File: src/rtl/md_pkg.sv
// md_pkg: shared constants for the HI/LO multiply-divide sequencer.
//   Opcode encodings seen on aluop_in / md_aluop, FSM state type and
//   small opcode classification helpers.
package md_pkg;

   localparam int unsigned DATA_W = 32;
   localparam int unsigned OP_W   = 5;

   localparam logic [OP_W-1:0] MD_NOP   = 5'b00000;
   localparam logic [OP_W-1:0] MD_MULT  = 5'b10001;
   localparam logic [OP_W-1:0] MD_MULTU = 5'b10010;
   localparam logic [OP_W-1:0] MD_DIV   = 5'b10011;
   localparam logic [OP_W-1:0] MD_DIVU  = 5'b10100;

   typedef enum logic {
      ST_IDLE = 1'b0,
      ST_BUSY = 1'b1
   } md_state_e;

   // True for any opcode the md unit can execute
   function automatic logic is_md_op(input logic [OP_W-1:0] op);
      return (op == MD_MULT) || (op == MD_MULTU) || (op == MD_DIV) || (op == MD_DIVU);
   endfunction

   // True for the multiply family (short latency)
   function automatic logic is_mult_op(input logic [OP_W-1:0] op);
      return (op == MD_MULT) || (op == MD_MULTU);
   endfunction

endpackage

File: src/rtl/md_busy_cnt.sv
// md_busy_cnt: loadable down-counter tracking remaining busy cycles.
//   clk, reset   : clock, async active-high reset (counter -> 0)
//   load         : load load_val this cycle (wins over dec)
//   load_val     : value to load
//   dec          : decrement by one (saturates at zero)
//   zero         : counter currently equals zero
module md_busy_cnt #(
   parameter int unsigned W = 4
) (
   input  logic         clk,
   input  logic         reset,
   input  logic         load,
   input  logic [W-1:0] load_val,
   input  logic         dec,
   output logic         zero
);

   logic [W-1:0] cnt_q;
   logic [W-1:0] cnt_d;

   // Next count
   always_comb begin
      cnt_d = cnt_q;
      if (load) begin
         cnt_d = load_val;
      end else if (dec && (cnt_q != '0)) begin
         cnt_d = cnt_q - W'(1);
      end
   end

   // Count register
   always_ff @(posedge clk or posedge reset) begin
      if (reset) begin
         cnt_q <= '0;
      end else begin
         cnt_q <= cnt_d;
      end
   end

   assign zero = (cnt_q == '0);

endmodule

File: src/rtl/md_ctrl.sv
// md_ctrl: sequencer for the HI/LO multiply-divide unit in EX.
//   Latches operands/opcode on issue and holds them for MULT_CYCLES or
//   DIV_CYCLES busy cycles, stalls the pipeline on HI/LO traffic while
//   busy, and gates mthi/mtlo writes into the unit.
//   Inputs : clk, reset (async, active-high), start, aluop_in, da_in,
//            db_in, mt_we, mt_sel, mt_data, mf_req, flush
//   Outputs: stall (comb), busy, done, md_da, md_db, md_aluop,
//            md_wr (comb), md_sel/md_data (passthrough)
module md_ctrl
   import md_pkg::*;
#(
   parameter int unsigned MULT_CYCLES = 5,
   parameter int unsigned DIV_CYCLES  = 10,
   parameter int unsigned CNT_W       = 4
) (
   input  logic              clk,
   input  logic              reset,
   input  logic              start,
   input  logic [OP_W-1:0]   aluop_in,
   input  logic [DATA_W-1:0] da_in,
   input  logic [DATA_W-1:0] db_in,
   input  logic              mt_we,
   input  logic              mt_sel,
   input  logic [DATA_W-1:0] mt_data,
   input  logic              mf_req,
   input  logic              flush,
   output logic              stall,
   output logic              busy,
   output logic              done,
   output logic [DATA_W-1:0] md_da,
   output logic [DATA_W-1:0] md_db,
   output logic [OP_W-1:0]   md_aluop,
   output logic              md_wr,
   output logic              md_sel,
   output logic [DATA_W-1:0] md_data
);

   // Counter is loaded with latency-1 so zero marks the final busy cycle
   localparam logic [CNT_W-1:0] MULT_LOAD = CNT_W'(MULT_CYCLES - 1);
   localparam logic [CNT_W-1:0] DIV_LOAD  = CNT_W'(DIV_CYCLES - 1);

   md_state_e         state_q, state_d;
   logic [DATA_W-1:0] da_q, da_d;
   logic [DATA_W-1:0] db_q, db_d;
   logic [OP_W-1:0]   aluop_q, aluop_d;
   logic              cnt_load;
   logic              cnt_dec;
   logic [CNT_W-1:0]  cnt_val;
   logic              cnt_zero;

   md_busy_cnt #(
      .W (CNT_W)
   ) u_busy_cnt (
      .clk      (clk),
      .reset    (reset),
      .load     (cnt_load),
      .load_val (cnt_val),
      .dec      (cnt_dec),
      .zero     (cnt_zero)
   );

   // Next-state, operand capture and counter control
   always_comb begin
      state_d  = state_q;
      da_d     = da_q;
      db_d     = db_q;
      aluop_d  = aluop_q;
      cnt_load = 1'b0;
      cnt_dec  = 1'b0;
      cnt_val  = MULT_LOAD;
      case (state_q)
         ST_IDLE: begin
            // A flushed or unrecognised op never reaches the unit
            if (start && !flush && is_md_op(aluop_in)) begin
               da_d     = da_in;
               db_d     = db_in;
               aluop_d  = aluop_in;
               cnt_load = 1'b1;
               cnt_val  = is_mult_op(aluop_in) ? MULT_LOAD : DIV_LOAD;
               state_d  = ST_BUSY;
            end
         end
         ST_BUSY: begin
            // Flush is ignored here: an issued op always completes
            if (cnt_zero) begin
               aluop_d = MD_NOP;
               state_d = ST_IDLE;
            end else begin
               cnt_dec = 1'b1;
            end
         end
         default: begin
            state_d = ST_IDLE;
         end
      endcase
   end

   // State and operand registers
   always_ff @(posedge clk or posedge reset) begin
      if (reset) begin
         state_q <= ST_IDLE;
         da_q    <= '0;
         db_q    <= '0;
         aluop_q <= MD_NOP;
      end else begin
         state_q <= state_d;
         da_q    <= da_d;
         db_q    <= db_d;
         aluop_q <= aluop_d;
      end
   end

   assign busy     = (state_q == ST_BUSY);
   assign done     = busy & cnt_zero;
   assign stall    = busy & (start | mf_req | mt_we);
   // An md op in the same slot owns EX, so it suppresses the HI/LO write
   assign md_wr    = mt_we & ~busy & ~flush & ~start;
   assign md_sel   = mt_sel;
   assign md_data  = mt_data;
   assign md_da    = da_q;
   assign md_db    = db_q;
   assign md_aluop = aluop_q;

endmodule

File: config.mk
export PLATFORM = sky130hd
export DESIGN_NAME = md_ctrl
export DESIGN_NICKNAME = d
export VERILOG_FILES = /design/src/rtl/md_pkg.sv /design/src/rtl/md_busy_cnt.sv /design/src/rtl/md_ctrl.sv
export SDC_FILE = /design/constraint.sdc
export NUM_CORES = 1
export LEC_CHECK = 0
export CAP_MARGIN = 20
export CORE_AREA = 5 5 61 117
export DETAILED_ROUTE_END_ITERATION = 8
export DIE_AREA = 0 0 66 122
export DONT_BUFFER_PORTS = 1
export PLACE_DENSITY = 0.7
export SETUP_SLACK_MARGIN = 0.2
export SYNTH_ARGS = -nofsm -noshare
export SYNTH_HDL_FRONTEND = slang
export SYNTH_HIERARCHICAL = 1
export SYNTH_SLANG_ARGS = --single-unit
export TNS_END_PERCENT = 10
File: constraint.sdc
create_clock -name clk -period 2.77 [get_ports clk]
set_clock_uncertainty 0.1 [all_clocks]
set_input_delay 0.277 -clock clk [delete_from_list [all_inputs] [get_ports clk]]
set_output_delay 0.277 -clock clk [all_outputs]
set_load 0.05 [all_outputs]
# After elaboration in Yosys (flattened, before gate mapping)
# Index checks and enable logic that the tools add are counted.
# word_totals
output_inout_bits	106
register_bits	74
in_bits	108
word_cells	47
# op_classes
n_bitwise	10
reduce_logical	12
addsub	1
eq_ne	6
n_mux	13
# ops
op	n
5-bit equality test (second input constant)	4
4-bit two-way mux	5
5-bit two-way mux	2
5-bit case mux with 2 select lines	1
1-bit bitwise AND	5
4-bit logical NOT	1
1-bit two-way mux	4
2-bit AND reduction	2
4-bit nonzero test	1
4-bit by 1-bit subtractor with 4-bit output (second input constant)	1
1-bit logical AND	3
1-bit logical OR	3
1-bit inverter	3
2-bit by 1-bit != test with 1-bit output (second input constant)	1
2-bit != test (second input constant)	1
1-bit OR	2
1-bit case mux with 2 select lines	1
2-bit nonzero test	1
1-bit logical NOT	1

# Depth between registers and ports, before layout
# logic_depth
ltp_word	8
ltp_mapped	8

# Hierarchy
# The synthesis kept the hierarchy.
# by_module_without_submodules
mod	seq_area_each_um2	instances	area_each_um2	cells_per_inst
md_ctrl	1751.7	1	2995.4	204
md_busy_cnt	100.1	1	261.5	28

# Least setup slack after synthesis
# No wires, ideal clock.
# synth_timing
path_kind	flip-flop to output port
startpoint	register state_q, in the netlist busy
endpoint	output port md_wr
path_stages_with_launch	3
arrival_time_ns	2.167
path_buffers	0
setup_slack_ns	0.226
path_cell_list	dfrtp_1 or2_2 nor3b_1
# synth_via
elab_chain_cells	4
# synth_lines
item	line	text
from (decl)	md_ctrl.sv:42	md_state_e state_q, state_d;
from (signal assigned)	md_ctrl.sv:106	state_q <= state_d;
1-bit inverter (no line)	-	
1-bit bitwise AND (3 in series)	md_ctrl.sv:117	assign md_wr = mt_we & ~busy & ~flush & ~start;
to (decl)	md_ctrl.sv:33	output logic md_wr,
# No other way between the ends.

# Worst setup path after layout
# layout_timing
startpoint	register u_busy_cnt.cnt_q[0]
endpoint	output port done
# layout_via
elab_chain_cells	2
# layout_lines
item	line	text
from (decl)	md_busy_cnt.sv:18	logic [W-1:0] cnt_q;
from (signal assigned)	md_busy_cnt.sv:36	cnt_q <= cnt_d;
4-bit logical NOT	md_busy_cnt.sv:40	assign zero = (cnt_q == '0);
named net cnt_zero	md_ctrl.sv:49	logic cnt_zero;
1-bit bitwise AND	md_ctrl.sv:114	assign done = busy & cnt_zero;
to (decl)	md_ctrl.sv:29	output logic done,
# The timed path passes the listed nets, and every way through them passes these cells.

==> flow_metrics.env <==
export IMPL_tightest_slew_ps=732
export IMPL_rsz0062_at_grt="false"
export IMPL_synthesis_area_mm2=0.00326
export IMPL_period_needed_ps=2370
export IMPL_met3_usage=0.118
export IMPL_yosysUniqueCellTypes=34
export IMPL_use_met2=0.271
export IMPL_max_freq_mhz=422
export IMPL_hp_class="primary input to flop"
export IMPL_first_iter_violations=84
export IMPL_cts_clk_slew_worst_paths_ps=50
export IMPL_grt_overflow=0
export IMPL_final_common_cell="dfrtp_1"
export IMPL_insertedDiodeCount=0
export IMPL_yosys_warnings=6
export IMPL_syn_num_nets=341
export IMPL_worst_hold_slack_ps=13.1
export IMPL_cp_arrival_ps=1990
export IMPL_synth_seq_area_share=0.569
export IMPL_fillers=443
export IMPL_wl_mm=6.98
export IMPL_setup_worst_path_start_class="flop"
export IMPL_cts_root_buf="clkbuf_16"
export IMPL_vias=1912
export IMPL_use_met1=0.171
export IMPL_worst_path_most_repeated_cell="inv_1"
export IMPL_avgSynthCellArea_um2=14.0
export IMPL_crit_family="simple AND/OR/NAND/NOR gates"
export IMPL_die_width_um=66
export IMPL_p_per_area_mw_per_mm2=1310
export IMPL_wire_per_inst_um=19.6
export IMPL_area_growth_pct=23.2
export IMPL_initial_core_util=0.525
export IMPL_grt_pass1_vias=2004
export IMPL_antenna_found_initial=0
export IMPL_route_detailed_drc=0
export IMPL_placementRows=41
export IMPL_crit_type="flop to output port"
export IMPL_max_stage_delay_ps=420
export IMPL_cap_violations=0
export IMPL_power_share_combinational=0.141
export IMPL_cts_setup_buffers=0
export IMPL_finalSetupTns_ps=0
export IMPL_drv_slew=0
export IMPL_drive_gt1_frac=0.333
export IMPL_die_h_um=122
export IMPL_p_int_mw=2.79
export IMPL_most_common_layout_cells="dfrtp_1 (74), mux2_2 (58), dlygate4sd3_1 (58)"
export IMPL_busiest_layer="met2"
export IMPL_critPathCaptureType="output port"
export IMPL_place_congestion=0.758
export IMPL_cp_data_required_time_ps=2390
export IMPL_setup_viol=0
export IMPL_final_nets=374
export IMPL_synthCells=232
export IMPL_final_period_utilization=0.855
export IMPL_drtAntennaViolNets=0
export IMPL_slew_headroom=0.511
export IMPL_swShare=0.472
export IMPL_core_area_mm2=0.00621
export IMPL_power_frac_clock=0.239
export IMPL_clk_latency_ps=320
export IMPL_tritoncts="built"
export IMPL_grt_max_degree=41
export IMPL_first_pass_iters=4
export IMPL_worstPathCellList="inv_1 > ha_1 > or3b_4 > inv_1 > nand2_1 > clkinvlp_4"
export IMPL_status="complete, no violations"
export IMPL_peakVddDrop_mv=0.644
export IMPL_leakagePower_nw=1.77
export IMPL_slowest_stage="or3b_4"
export IMPL_cts_sinks=74
export IMPL_hold_viol_final=0
export IMPL_clock_path_buffers=2
export IMPL_io_buffers=0
export IMPL_grt_first_pass_wirelength_mm=10.3
export IMPL_numCtsBuffers=9
export IMPL_die_area_mm2=0.00805
export IMPL_ys_seq_elements=74
export IMPL_crit_buf_inv=3
export IMPL_power_frac_seq=0.619
export IMPL_ios=214
export IMPL_dp_hpwl_mm=4.72
export IMPL_cts_htree_levels=3
export IMPL_p_sw_mw=2.49
export IMPL_via_per_inst=5.37
export IMPL_track_usage=0.172
export IMPL_crit_fanout=5
## through the flow
| step | std cells | utilization | total power, mW | cell area (um^2) | setup slack (ps) |
|---|---|---|---|---|---|
| after floorplan | 232 | - | 3.89 | 3260 | 226 |
| after global placement | 282 | 0.498 | 3.93 | 3090 | 668 |
| after detailed placement | 282 | 0.498 | 3.97 | 3090 | 469 |
| after CTS | 355 | 0.644 | 5.31 | 4000 | 318 |
| after global routing | 356 | 0.646 | 5.48 | 4010 | 252 |
| final | 356 | 0.646 | 5.27 | 4010 | 402 |
## metal layers
layer  vias up  routed length [um]
met5         -                   0
met4         0                 144
met3        12                1220
met2       163                3280
met1       902                2340
li1        835                   -
## layout make-up
class | count | area [um^2] | share of cell area
flip-flops and latches | 74 | 1850 | 0.461
multi-input cells | 109 | 1050 | 0.262
repair buffers | 63 | 631 | 0.157
clock buffers | 12 | 267 | 0.0664
well taps | 86 | 108 | 0.0268
clock inverters | 4 | 72.6 | 0.0181
inverters | 8 | 33.8 | 0.00842
## sequential cells by signal, indices dropped and copies added, names as in the netlist
name / count
md_da: 32
u_busy_cnt/cnt_q: 4
md_db: 32
busy: 1
md_aluop: 5
## power groups by stage
stage	Combinational, mW	Clock [mW]	Sequential (mW)
3_5_place_dp	0.689	0	3.28
3_3_place_gp	0.650	0	3.28
4_1_cts	0.747	1.29	3.27
2_1_floorplan	0.686	0	3.20
6_report	0.744	1.26	3.26
5_1_grt	0.828	1.33	3.32
## timing repair
action,in CTS,in global routing
hold endpoints to repair,95,1
resized for setup,0,1
setup endpoints to repair,0,1
hold buffers,57,1
## worst paths after layout
| check | startpoint | to | slack [ps] | cells after the start |
|---|---|---|---|---|
| min in group asynchronous | reset | u_busy_cnt/cnt_q[3] | 230 | 2 |
| worst min-delay path | db_in[9] | md_db[9] | 10 | 1 |
| max in group asynchronous | reset | md_da[5] | 1470 | 3 |
| worst min register to register | u_busy_cnt/cnt_q[1] | u_busy_cnt/cnt_q[1] | 500 | 2 |
| worst max register to register | u_busy_cnt/cnt_q[0] | u_busy_cnt/cnt_q[3] | 450 | 8 |
| worst max-delay path | u_busy_cnt/cnt_q[0] | done | 400 | 6 |
## cells by family after synthesis
family	after synthesis	synth area share
adders and majority gates	1	0.00384
other	1	0.00115
buffers and inverters	49	0.111
AOI/OAI and AO/OA	17	0.0400
DFF	74	0.569
muxes	66	0.227
and+or+nand+nor	24	0.0484
## cell usage after synthesis
| master | n | share of area |
|---|---|---|
| a21boi_0 | 1 | 0.0023 |
| mux2_2 | 58 | 0.20 |
| mux2_1 | 6 | 0.021 |
| o21bai_1 | 1 | 0.0023 |
| a211oi_4 | 1 | 0.0061 |
| nand3b_1 | 1 | 0.0023 |
| dfrtp_1 | 74 | 0.57 |
| o21ai_1 | 2 | 0.0031 |
| a21oi_1 | 4 | 0.0061 |
| nor2_1 | 2 | 0.0023 |
| nor4b_2 | 1 | 0.0046 |
| nor3_1 | 1 | 0.0015 |
| o21ai_0 | 1 | 0.0015 |
| and3_4 | 1 | 0.0035 |
| conb_1 | 1 | 0.0012 |
| or3_1 | 1 | 0.0019 |
| or2_2 | 3 | 0.0058 |
| mux2i_1 | 2 | 0.0061 |
| nor3b_1 | 2 | 0.0046 |
| ha_1 | 1 | 0.0038 |
| nand2b_1 | 1 | 0.0019 |
| o31a_1 | 2 | 0.0054 |
| a221o_1 | 1 | 0.0031 |
| buf_6 | 7 | 0.024 |
| a21o_1 | 2 | 0.0046 |
| a31o_1 | 1 | 0.0027 |
| nand2_1 | 7 | 0.0081 |
| clkbuf_1 | 1 | 0.0012 |
| nor2b_1 | 1 | 0.0019 |
| inv_1 | 8 | 0.0092 |
| buf_4 | 33 | 0.076 |
| and4b_1 | 1 | 0.0031 |
| o41ai_1 | 1 | 0.0027 |
| or3b_4 | 2 | 0.0069 |
Power figures use the tool's default switching activity.
